$ cat src/rtl/pic_pkg.sv
// ---------------------------------------------------------------------------
// pic_pkg
// Shared constants, types and helpers for the simplified 8259-style
// interrupt controller (interrupt_controller and pic_priority).
//
// Contents:
//   - number of request lines
//   - bus word / byte offsets of the register map
//   - command-byte bit positions for EOI decoding
//   - spurious vector level
//   - command decode and lowest-set-bit helpers
// ---------------------------------------------------------------------------
package pic_pkg;

  localparam int NUM_IRQ = 8;

  // Word offsets selected by data_m_addr[1]
  localparam logic WORD_CTRL   = 1'b0;  // byte0: command / IRR, byte1: IMR
  localparam logic WORD_STATUS = 1'b1;  // byte0: ISR, byte1: vector base

  // Byte lanes within a word (index into data_m_bytesel)
  localparam int BYTE_LO = 0;
  localparam int BYTE_HI = 1;

  // Command byte decoding
  localparam int EOI_BIT      = 5;
  localparam int SPECIFIC_BIT = 6;

  // Level reported in the vector when an acknowledge finds nothing eligible
  localparam logic [2:0] SPURIOUS_LEVEL = 3'd7;

  typedef logic [NUM_IRQ-1:0] irq_vec_t;

  typedef enum logic [1:0] {
    CMD_NONE,
    CMD_EOI_NONSPEC,
    CMD_EOI_SPECIFIC
  } cmd_e;

  // Classify a byte written to the command register.
  function automatic cmd_e decode_cmd(input logic [7:0] cmd);
    cmd_e result;
    result = CMD_NONE;
    if (cmd[EOI_BIT] && cmd[SPECIFIC_BIT]) begin
      result = CMD_EOI_SPECIFIC;
    end else if (cmd[EOI_BIT]) begin
      result = CMD_EOI_NONSPEC;
    end
    return result;
  endfunction

  // One-hot mask of the lowest-numbered set bit (all zero when v is zero).
  function automatic irq_vec_t lowest_set(input irq_vec_t v);
    irq_vec_t mask;
    mask = '0;
    for (int i = 0; i < NUM_IRQ; i++) begin
      if (v[i] && (mask == '0)) begin
        mask[i] = 1'b1;
      end
    end
    return mask;
  endfunction

endpackage

$ cat src/rtl/pic_priority.sv
// ---------------------------------------------------------------------------
// pic_priority
// Combinational fixed-priority resolver. A line is eligible when it is
// requested, not masked, and no in-service bit at the same or a higher
// priority (lower index) is set. The lowest-numbered eligible line wins.
//
// Ports:
//   irr   in  [NUM_IRQ-1:0]  pending requests
//   imr   in  [NUM_IRQ-1:0]  mask, 1 = masked
//   isr   in  [NUM_IRQ-1:0]  in-service bits
//   any   out                at least one line is eligible
//   level out [2:0]          index of the winning line (0 when none)
// ---------------------------------------------------------------------------
module pic_priority
  import pic_pkg::*;
(
  input  logic [NUM_IRQ-1:0] irr,
  input  logic [NUM_IRQ-1:0] imr,
  input  logic [NUM_IRQ-1:0] isr,
  output logic               any,
  output logic [2:0]         level
);

  logic blocked;

  // Walk from highest priority down. Once any in-service bit has been
  // passed, every lower-priority line is held off until that service ends.
  always_comb begin
    any     = 1'b0;
    level   = 3'd0;
    blocked = 1'b0;
    for (int i = 0; i < NUM_IRQ; i++) begin
      blocked = blocked | isr[i];
      if (!any && !blocked && irr[i] && !imr[i]) begin
        any   = 1'b1;
        level = 3'(i);
      end
    end
  end

endmodule

$ cat src/rtl/interrupt_controller.sv
// ---------------------------------------------------------------------------
// interrupt_controller
// Simplified 8259-style programmable interrupt controller: edge-triggered
// request capture, per-line mask, fixed priority (IRQ0 highest) with
// in-service nesting, non-specific / specific EOI, and a vector strobe on
// each CPU acknowledge. Software access uses the 16-bit data_m_* slave bus.
//
// Ports:
//   clk               in         system clock
//   reset             in         asynchronous reset, active low
//   cs                in         chip select for this block's I/O window
//   data_m_addr       in  [1:1]  word select
//   data_m_data_in    in  [15:0] write data
//   data_m_data_out   out [15:0] registered read data (0 when not reading)
//   data_m_bytesel    in  [1:0]  byte enables
//   data_m_wr_en      in         1 = write, 0 = read
//   data_m_access     in         bus access strobe
//   data_m_ack        out        access acknowledge, one cycle after access
//   irq               in  [7:0]  request lines, rising-edge sensitive
//   inta              in         single-cycle interrupt acknowledge
//   intr              out        interrupt request to the CPU
//   irq_vector        out [7:0]  vector of the last acknowledge
//   irq_vector_valid  out        one-cycle strobe qualifying irq_vector
//
// Register map (word / byte):
//   0 / 0  write: command (EOI), read: IRR
//   0 / 1  IMR, read/write
//   1 / 0  ISR, read-only
//   1 / 1  vector base, read returns {VB, 3'b000}
// ---------------------------------------------------------------------------
module interrupt_controller
  import pic_pkg::*;
#(
  parameter logic [7:0] VECTOR_BASE_RESET = 8'h08
) (
  input  logic         clk,
  input  logic         reset,
  input  logic         cs,
  input  logic [1:1]   data_m_addr,
  input  logic [15:0]  data_m_data_in,
  output logic [15:0]  data_m_data_out,
  input  logic [1:0]   data_m_bytesel,
  input  logic         data_m_wr_en,
  input  logic         data_m_access,
  output logic         data_m_ack,
  input  logic [7:0]   irq,
  input  logic         inta,
  output logic         intr,
  output logic [7:0]   irq_vector,
  output logic         irq_vector_valid
);

  // Architectural state
  irq_vec_t   irr;
  irq_vec_t   isr;
  irq_vec_t   imr;
  logic [4:0] vb;
  irq_vec_t   irq_prev;

  // Bus decode
  logic access;
  logic bus_wr;
  logic bus_rd;
  logic cmd_wr;
  logic imr_wr;
  logic vb_wr;

  // Next-state terms
  irq_vec_t    edges;
  irq_vec_t    eoi_clr;
  irq_vec_t    ack_set;
  irq_vec_t    irr_next;
  irq_vec_t    isr_next;
  logic [15:0] rd_word;
  logic [15:0] rd_next;
  logic [7:0]  vector_next;

  // Priority resolver output
  logic       prio_any;
  logic [2:0] prio_level;

  // Command bits that carry no meaning still have to land somewhere
  logic unused_cmd_bits;
  assign unused_cmd_bits = ^{data_m_data_in[7], data_m_data_in[4:3]};

  // One resolver over the current state serves both the registered intr
  // output and the acknowledge selection, so both always agree on what was
  // eligible before this cycle's updates.
  pic_priority u_priority (
    .irr   (irr),
    .imr   (imr),
    .isr   (isr),
    .any   (prio_any),
    .level (prio_level)
  );

  // Bus access qualification and register-select decode
  always_comb begin
    access = cs & data_m_access;
    bus_wr = access & data_m_wr_en;
    bus_rd = access & ~data_m_wr_en;
    cmd_wr = bus_wr & (data_m_addr[1] == WORD_CTRL)   & data_m_bytesel[BYTE_LO];
    imr_wr = bus_wr & (data_m_addr[1] == WORD_CTRL)   & data_m_bytesel[BYTE_HI];
    vb_wr  = bus_wr & (data_m_addr[1] == WORD_STATUS) & data_m_bytesel[BYTE_HI];
  end

  // Next values of IRR and ISR. Clears are applied before sets so that a
  // fresh edge beats an acknowledge clear on IRR, and an acknowledge set
  // beats an EOI clear on ISR. The non-specific EOI looks at the ISR value
  // from before this cycle's acknowledge.
  always_comb begin
    edges   = irq & ~irq_prev;
    eoi_clr = '0;
    ack_set = '0;

    if (cmd_wr) begin
      case (decode_cmd(data_m_data_in[7:0]))
        CMD_EOI_NONSPEC:  eoi_clr = lowest_set(isr);
        CMD_EOI_SPECIFIC: eoi_clr[data_m_data_in[2:0]] = 1'b1;
        default:          eoi_clr = '0;
      endcase
    end

    if (inta && prio_any) begin
      ack_set[prio_level] = 1'b1;
    end

    irr_next = (irr & ~ack_set) | edges;
    isr_next = (isr & ~eoi_clr) | ack_set;
  end

  // Vector for an acknowledge; a spurious ack reports the reserved level
  always_comb begin
    vector_next = {vb, prio_any ? prio_level : SPURIOUS_LEVEL};
  end

  // Read data path: pick the addressed word, then zero unselected byte lanes
  always_comb begin
    rd_word = (data_m_addr[1] == WORD_CTRL) ? {imr, irr} : {vb, 3'b000, isr};
    rd_next = '0;
    if (bus_rd) begin
      if (data_m_bytesel[BYTE_LO]) begin
        rd_next[7:0] = rd_word[7:0];
      end
      if (data_m_bytesel[BYTE_HI]) begin
        rd_next[15:8] = rd_word[15:8];
      end
    end
  end

  // Controller state, bus response and CPU-side outputs. intr is the
  // registered eligibility of the state held during the previous cycle, so
  // it follows any IRR/ISR/IMR change by one clock.
  always_ff @(posedge clk or negedge reset) begin
    if (!reset) begin
      irr              <= '0;
      isr              <= '0;
      imr              <= '1;
      vb               <= VECTOR_BASE_RESET[7:3];
      irq_prev         <= '0;
      intr             <= 1'b0;
      irq_vector       <= '0;
      irq_vector_valid <= 1'b0;
      data_m_data_out  <= '0;
      data_m_ack       <= 1'b0;
    end else begin
      irq_prev         <= irq;
      irr              <= irr_next;
      isr              <= isr_next;
      intr             <= prio_any;
      irq_vector_valid <= inta;
      data_m_ack       <= access;
      data_m_data_out  <= rd_next;
      if (imr_wr) begin
        imr <= data_m_data_in[15:8];
      end
      if (vb_wr) begin
        vb <= data_m_data_in[15:11];
      end
      if (inta) begin
        irq_vector <= vector_next;
      end
    end
  end

endmodule
$ cat config.mk
export PLATFORM = sky130hd
export DESIGN_NAME = interrupt_controller
export DESIGN_NICKNAME = d
export VERILOG_FILES = /design/src/rtl/pic_pkg.sv /design/src/rtl/pic_priority.sv /design/src/rtl/interrupt_controller.sv
export SDC_FILE = /design/constraint.sdc
export NUM_CORES = 1
export LEC_CHECK = 0
export CAP_MARGIN = 20
export CORE_UTILIZATION = 50
export DETAILED_ROUTE_END_ITERATION = 16
export HOLD_SLACK_MARGIN = 0.05
export PLACE_DENSITY = 0.8
export SLEW_MARGIN = 20
export SYNTH_ARGS = -nofsm -noshare
export SYNTH_HDL_FRONTEND = slang
export SYNTH_SLANG_ARGS = --single-unit
$ cat constraint.sdc
create_clock -name clk -period 2.56 [get_ports clk]
set_input_delay 0.512 -clock clk [delete_from_list [all_inputs] [get_ports clk]]
set_output_delay 0.512 -clock clk [all_outputs]
set_load 0.01 [all_outputs]
# == Word level (Yosys, flattened, before mapping) ==
# Cells that the tools add are included.
# totals
regBits,64
word_cells,157
mem_bits_rw,0
mem_bits_ro,0
n_memories,0
output_inout_bits,27
input_bits,33
latchBits,0
# op_classes
n_bitwise,26
multipliers,0
shifts,0
add_sub_neg,0
reduce_logical,63
n_div,0
n_eq_ne,2
n_mux,52
n_lt_le_gt_ge,4
# ops
operator,count
1-bit logical AND,34
1-bit 2-to-1 mux,34
16-bit 2-to-1 mux,2
8-bit 2-to-1 mux,4
8-bit AND,3
8-bit NOT,3
1-bit zero test,23
8-bit bitwise OR,2
8-bit one-hot mux with 2 select lines,1
3-bit 2-to-1 mux,5
1-bit AND,8
"3-bit by 4-bit less-than comparator with 1-bit output, second input constant",2
2-bit 2-to-1 mux,4
7-bit zero test,1
1-bit bitwise OR,7
1-bit demux with 3-bit select,2
"3-bit by 1-bit >= comparator with 1-bit output, second input constant",2
6-bit zero test,1
5-bit zero test,1
4-bit zero test,1
3-bit zero test,1
1-bit NOT,3
"2-bit by 1-bit == test with 1-bit output, second input constant",1
"2-bit == test, second input constant",1
2-bit zero test,1

# == Longest topological paths before layout ==
# logic_depth
ltp_word,47
mapped_depth,7
depth_no_buf,5

# == Cells and area by module ==
# Synthesis repeated with hierarchy kept, for this count alone.
# hier_totals
cells_unflattened,231
area_unflattened_um2,2733.9
# modules_own_cells
mod,instances,area_each_um2,seq_area_each_um2,cells_per_inst
interrupt_controller,1,2546.2,1612.8,204
pic_priority,1,187.7,0.0,27

# == Worst setup path after synthesis ==
# Ideal clock, no wire load.
# synth_path
path_type,reg2reg
startpoint,register isr[2]
endpoint,register irr[5]
setup_ns,0.118
required_time_ns,2.442
path_buffers,1
slack_ns,0.712
synth_period_minus_slack_ns,1.848
path_stages_with_launch,7
t_arrival_ns,1.729
path_cell_list,dfrtp_1 -> or3_1 -> buf_2 -> nor4b_4 -> o211ai_2 -> a22o_1 -> a21o_1
# synth_via
elab_chain_len,39
word_cells_on_any_way,57
cone_classes,order compare: 2; mux: 15; bitwise: 9; reduce/logical: 31
# synth_rtl
item,line_no,source
"start, declared",interrupt_controller.sv:55,irq_vec_t isr;
"start signal, assigned",interrupt_controller.sv:169,isr <= isr_next;
1-bit bitwise OR (*),pic_priority.sv:33,blocked = blocked | isr[i];
1-bit zero test,pic_priority.sv:34,if (!any && !blocked && irr[i] && !imr[i]) begin
1-bit logical AND (3 in a row),pic_priority.sv:34,
1-bit 2-to-1 mux,pic_priority.sv:34,
1-bit zero test,pic_priority.sv:34,
1-bit logical AND (3 in a row),pic_priority.sv:34,
1-bit 2-to-1 mux,pic_priority.sv:34,
1-bit zero test,pic_priority.sv:34,
[... 20 more ...],-,
1-bit logical AND (implied by the code),interrupt_controller.sv:125,ack_set[prio_level] = 1'b1;
1-bit 2-to-1 mux (implied by the code),interrupt_controller.sv:125,
1-bit demux with 3-bit select,interrupt_controller.sv:125,
8-bit 2-to-1 mux (*),interrupt_controller.sv:124,if (inta && prio_any) begin
8-bit NOT (*),interrupt_controller.sv:128,irr_next = (irr & ~ack_set) | edges;
8-bit AND (*),interrupt_controller.sv:128,
8-bit bitwise OR (*),interrupt_controller.sv:128,
via irr_next[5],interrupt_controller.sv:72,irq_vec_t irr_next;
"end signal, assigned",interrupt_controller.sv:168,irr <= irr_next;
"end, declared",interrupt_controller.sv:54,irq_vec_t irr;
# Mark *: on every way through the listed nets, which the timed path passes. The rest lies on a longest branch.
# A chain may end at the register's enable or synchronous reset.

# == Worst setup path after layout ==
# layout_path
startpoint,register isr[2]
endpoint,register irr[4]
# Same word-level chain as after synthesis.

==> impl_summary.md <==
Die
Row generation in the floorplan step produced 26 rows. The placeable core region is between 5000 and 6000 µm². For this configuration, the core starts out at a cell density of around 53%. The number of placed I/O pins is 60. The y dimension of the die is 76.9 µm. The floorplan die width is just under 80 µm.

The die covers 5910 µm².

STA
Setup violations remaining at the end of the flow were counted as 0. The worst path uses a little over 80% of the clock period. The peak clock frequency supported by timing is 0.473 GHz.

The worst setup margin is approximately 0.45 ns. The final count of pins violating max slew is 0. The worst hold slack is approximately 0.19 ns. The final-layout setup total negative slack is 0 ns.

The number of hold violations in the final report is 0. The headroom to the max-slew limit is 56.7%. At the pin with the least slew margin, the transition time is 0.650 ns.

Clock skew on the completed layout was measured at 0.00866 ns. The final critical-path required period is about 2.1 ns. Setup repair after global routing left no endpoint under its margin.

Global route
The largest net degree at the start of global routing is 38. The via count of the first global-routing pass is between 2,000 and 2,500. Global routing finished with a remaining overflow of 0. Global routing consumed, over all layers together, between 20 and 25% of the routing resources. The initial antenna violation count came to 0.

The first global-routing pass estimated just under 10,000 µm of wire.

Logic synthesis
Each instance of the synthesized netlist takes up on average about 12 µm². The fraction of registers with async set or reset after synthesis is 100%. The yosys synthesis warning count is 0. When the netlist entered floorplanning its net count stood at between 200 and 300. After synthesis, the largest family of logic cells by area is simple AND/OR/NAND/NOR gates. The post-synthesis cell area is between 2000 and 3000 µm².

The most common flop cell mapped by yosys is sky130_fd_sc_hd__dfrtp_1. Multiplexer cells account for a little under an eighth of the synthesized area. The synthesized netlist devotes 10.6% of its cell area to compound gates. The share of synthesized cell area in full adder, half adder and majority cells is 0%.

The area share of and/or/nand/nor cells after synthesis is between 15 and 20%. The number of distinct library cells after synthesis is 46. Of the total synthesized cell area, the portion taken by XOR and XNOR cells is 0%. The sequential element share of the synthesized area is a little under three fifths. The gate count of the mapped netlist is 240. After synthesis the netlist holds a flip-flop and latch count of 64. The number of enable flip-flop cells after synthesis is 0.

Clock tree
In this run the deepest clock path goes through 2 buffers. The number of hold buffers added after CTS was 0. The clock network latency to the later pin of the worst-skew pair is 0.35 ns. After clock tree synthesis, the clock-pin slew on the worst setup and hold paths is around 0.07 ns.

The H-tree generated during clock tree synthesis spans 3 levels. The clock net in this run drives a total of 64 sinks. TritonCTS built the clock tree. In this run the clock root is driven by a sky130_fd_sc_hd__clkbuf_8. In this run, post-CTS repair resized a total of 0 instances. Post-CTS timing repair inserted 0 buffers for setup. Buffers inserted during clock tree synthesis total 9.

Placed design
Buffers placed on the I/O ports in this run total 56. The final HPWL from detailed placement is approximately 4400 µm. Before CTS, the worst setup slack after placement is around 0.28 ns. Summing all placed instances gives a cell area of ~3500 µm². At the end of routability-driven placement, the weighted congestion stood at about 0.85.

Drt
Using the TritonRoute via totals, the vias-per-cell ratio works out to approximately 5.5. The sum of routed wire length over all layers is about 5900 µm. The detailed-route wire length per cell is around 16 µm.

The detailed router's first-iteration violation count is around 150. In the routed design, unresolved DRC markers number 0. Before antenna repair, the detailed router went through 4 iterations. The number of routed nets with antenna violations is 0. The number of vias after detailed routing is roughly 2,100.

Worst setup path
Data arrives at the worst endpoint at between 2 and 2.5 ns. The required time of the critical path is approximately 2.8 ns. In this design, the stage delay of the slowest critical-path cell is 0.52 ns.

Walking the worst path, the cells encountered are or3_1 -> nor4b_4 -> o211ai_2 -> o31ai_1 -> o21ai_1. In this run the worst path has a maximum fanout of 6. The launching element type of the critical path is a register. In this design, the largest share of critical-path delay is due to simple AND/OR/NAND/NOR gates. STA classifies the critical path endpoint as a register. The slowest cell on the critical path is sky130_fd_sc_hd__or3_1. Together, buffers and inverters on the worst path number 0.

The critical path is of the reg2reg type.

Outcome
The flow ran to the end, and the final reports show no timing, DRC or antenna violations.

Finish
The count of inserted antenna diode cells is 0. The filler cell count is about 380. The share of post-route cells with drive strength above 1 is between 20% and 30%. From synthesis to final layout, the design area changed by 31.4%. After the last flow step, the layout net total stands at between 300 and 400. After routing the design area is roughly 3700 µm². The library cells used most frequently in the layout, excluding fill and tap cells, are 55 x sky130_fd_sc_hd__dfrtp_1, 55 x sky130_fd_sc_hd__clkdlybuf4s50_1, 29 x sky130_fd_sc_hd__nor2_1.

Worst hold path
In this run the worst hold path is classified as in2async.

Pwr
The worst-case vdd ir drop is just over 0.5 mV. In this run the static leakage power is approximately 1.6 nW. The total power divided by cell area is around 800 nW/µm².

Job
The number of maximum-capacitance violations is 0.
## cells in the mapped netlist (4+ instances only)
master | count | share of area (%)
sky130_fd_sc_hd__inv_1 | 8 | 1.1
sky130_fd_sc_hd__o31ai_1 | 5 | 1.3
sky130_fd_sc_hd__a22o_1 | 5 | 1.6
sky130_fd_sc_hd__and2_1 | 4 | 0.89
sky130_fd_sc_hd__o21ai_0 | 8 | 1.4
sky130_fd_sc_hd__nor2_1 | 29 | 3.9
sky130_fd_sc_hd__dfrtp_1 | 55 | 49
sky130_fd_sc_hd__nand2_1 | 10 | 1.3
sky130_fd_sc_hd__mux2i_1 | 13 | 4.6
sky130_fd_sc_hd__dfstp_2 | 9 | 8.4
sky130_fd_sc_hd__mux2_2 | 18 | 7.2
sky130_fd_sc_hd__o21ai_1 | 4 | 0.71
sky130_fd_sc_hd__nand2b_1 | 4 | 0.89
sky130_fd_sc_hd__clkbuf_1 | 7 | 0.94
sky130_fd_sc_hd__nor2b_1 | 5 | 1.1
sky130_fd_sc_hd__a21oi_1 | 5 | 0.89
sky130_fd_sc_hd__nor3_1 | 6 | 1.1
## where the power goes
part,internal [mW],switching [mW]
Combinational,0.363,0.333
Clock,0.569,0.384
Sequential,1.21,0.164
Total,2.14,0.881
## state kept, by name, indices dropped and copies added (netlist names)
register          flops
imr                   8
irq_vector            8
irq_vector_valid      1
data_m_ack            1
irq_prev              8
intr                  1
data_m_data_out      16
irr                   8
isr                   8
vb                    5
## layout make-up
type	instances	area [µm²]	area share (%)
sequential	64	1610	43.8
clock inverter	6	82.6	2.24
tap	70	87.6	2.38
timing repair buffer	62	613	16.6
inverter	8	30.0	0.815
clock buffer	10	138	3.74
multi-input combinational	158	1120	30.4
## kinds of logic (layout without fill, tap and decap cells)
| kind of cell | count (synthesis) | after routing |
|---|---|---|
| multiplexers | 31 | 31 |
| AND/OR/NAND/NOR | 85 | 85 |
| AO/OA/AOI/OAI | 42 | 42 |
| buffers and inverters | 18 | 86 |
| flip-flops | 64 | 64 |
## metrics by stage
step	utilization [%]	total power [mW]	cells
final	70.3	3.03	378
after global routing	70.3	3.17	378
after CTS	70.3	3.04	378
after detailed placement	66.1	2.08	362
after global placement	66.1	2.07	362
after floorplan	-	1.79	240
## final timing paths
check                      cells past startpoint  slack (ns)                   from                    end
max                                            5        0.45       isr[2]$_DFF_PN0_       irr[4]$_DFF_PN0_
min                                            1        0.19                  reset  irq_prev[0]$_DFF_PN0_
max reg2reg                                    5        0.45       isr[2]$_DFF_PN0_       irr[4]$_DFF_PN0_
min reg2reg                                    1        0.41  irq_prev[4]$_DFF_PN0_       irr[4]$_DFF_PN0_
max in group asynchronous                      2        1.69                  reset     imr[4]$_DFFE_PN1P_
min in group clk                               1        0.41  irq_prev[4]$_DFF_PN0_       irr[4]$_DFF_PN0_
## metal layers
metal,part of all wire (%),wire length [µm],global-route usage (%)
met2,47,2800,35.1
met1,45,2630,28.3
met4,1.9,112,11.0
met3,6.1,358,5.83
met5,0,0,0
No activity file was read; power rests on OpenSTA's default activity.
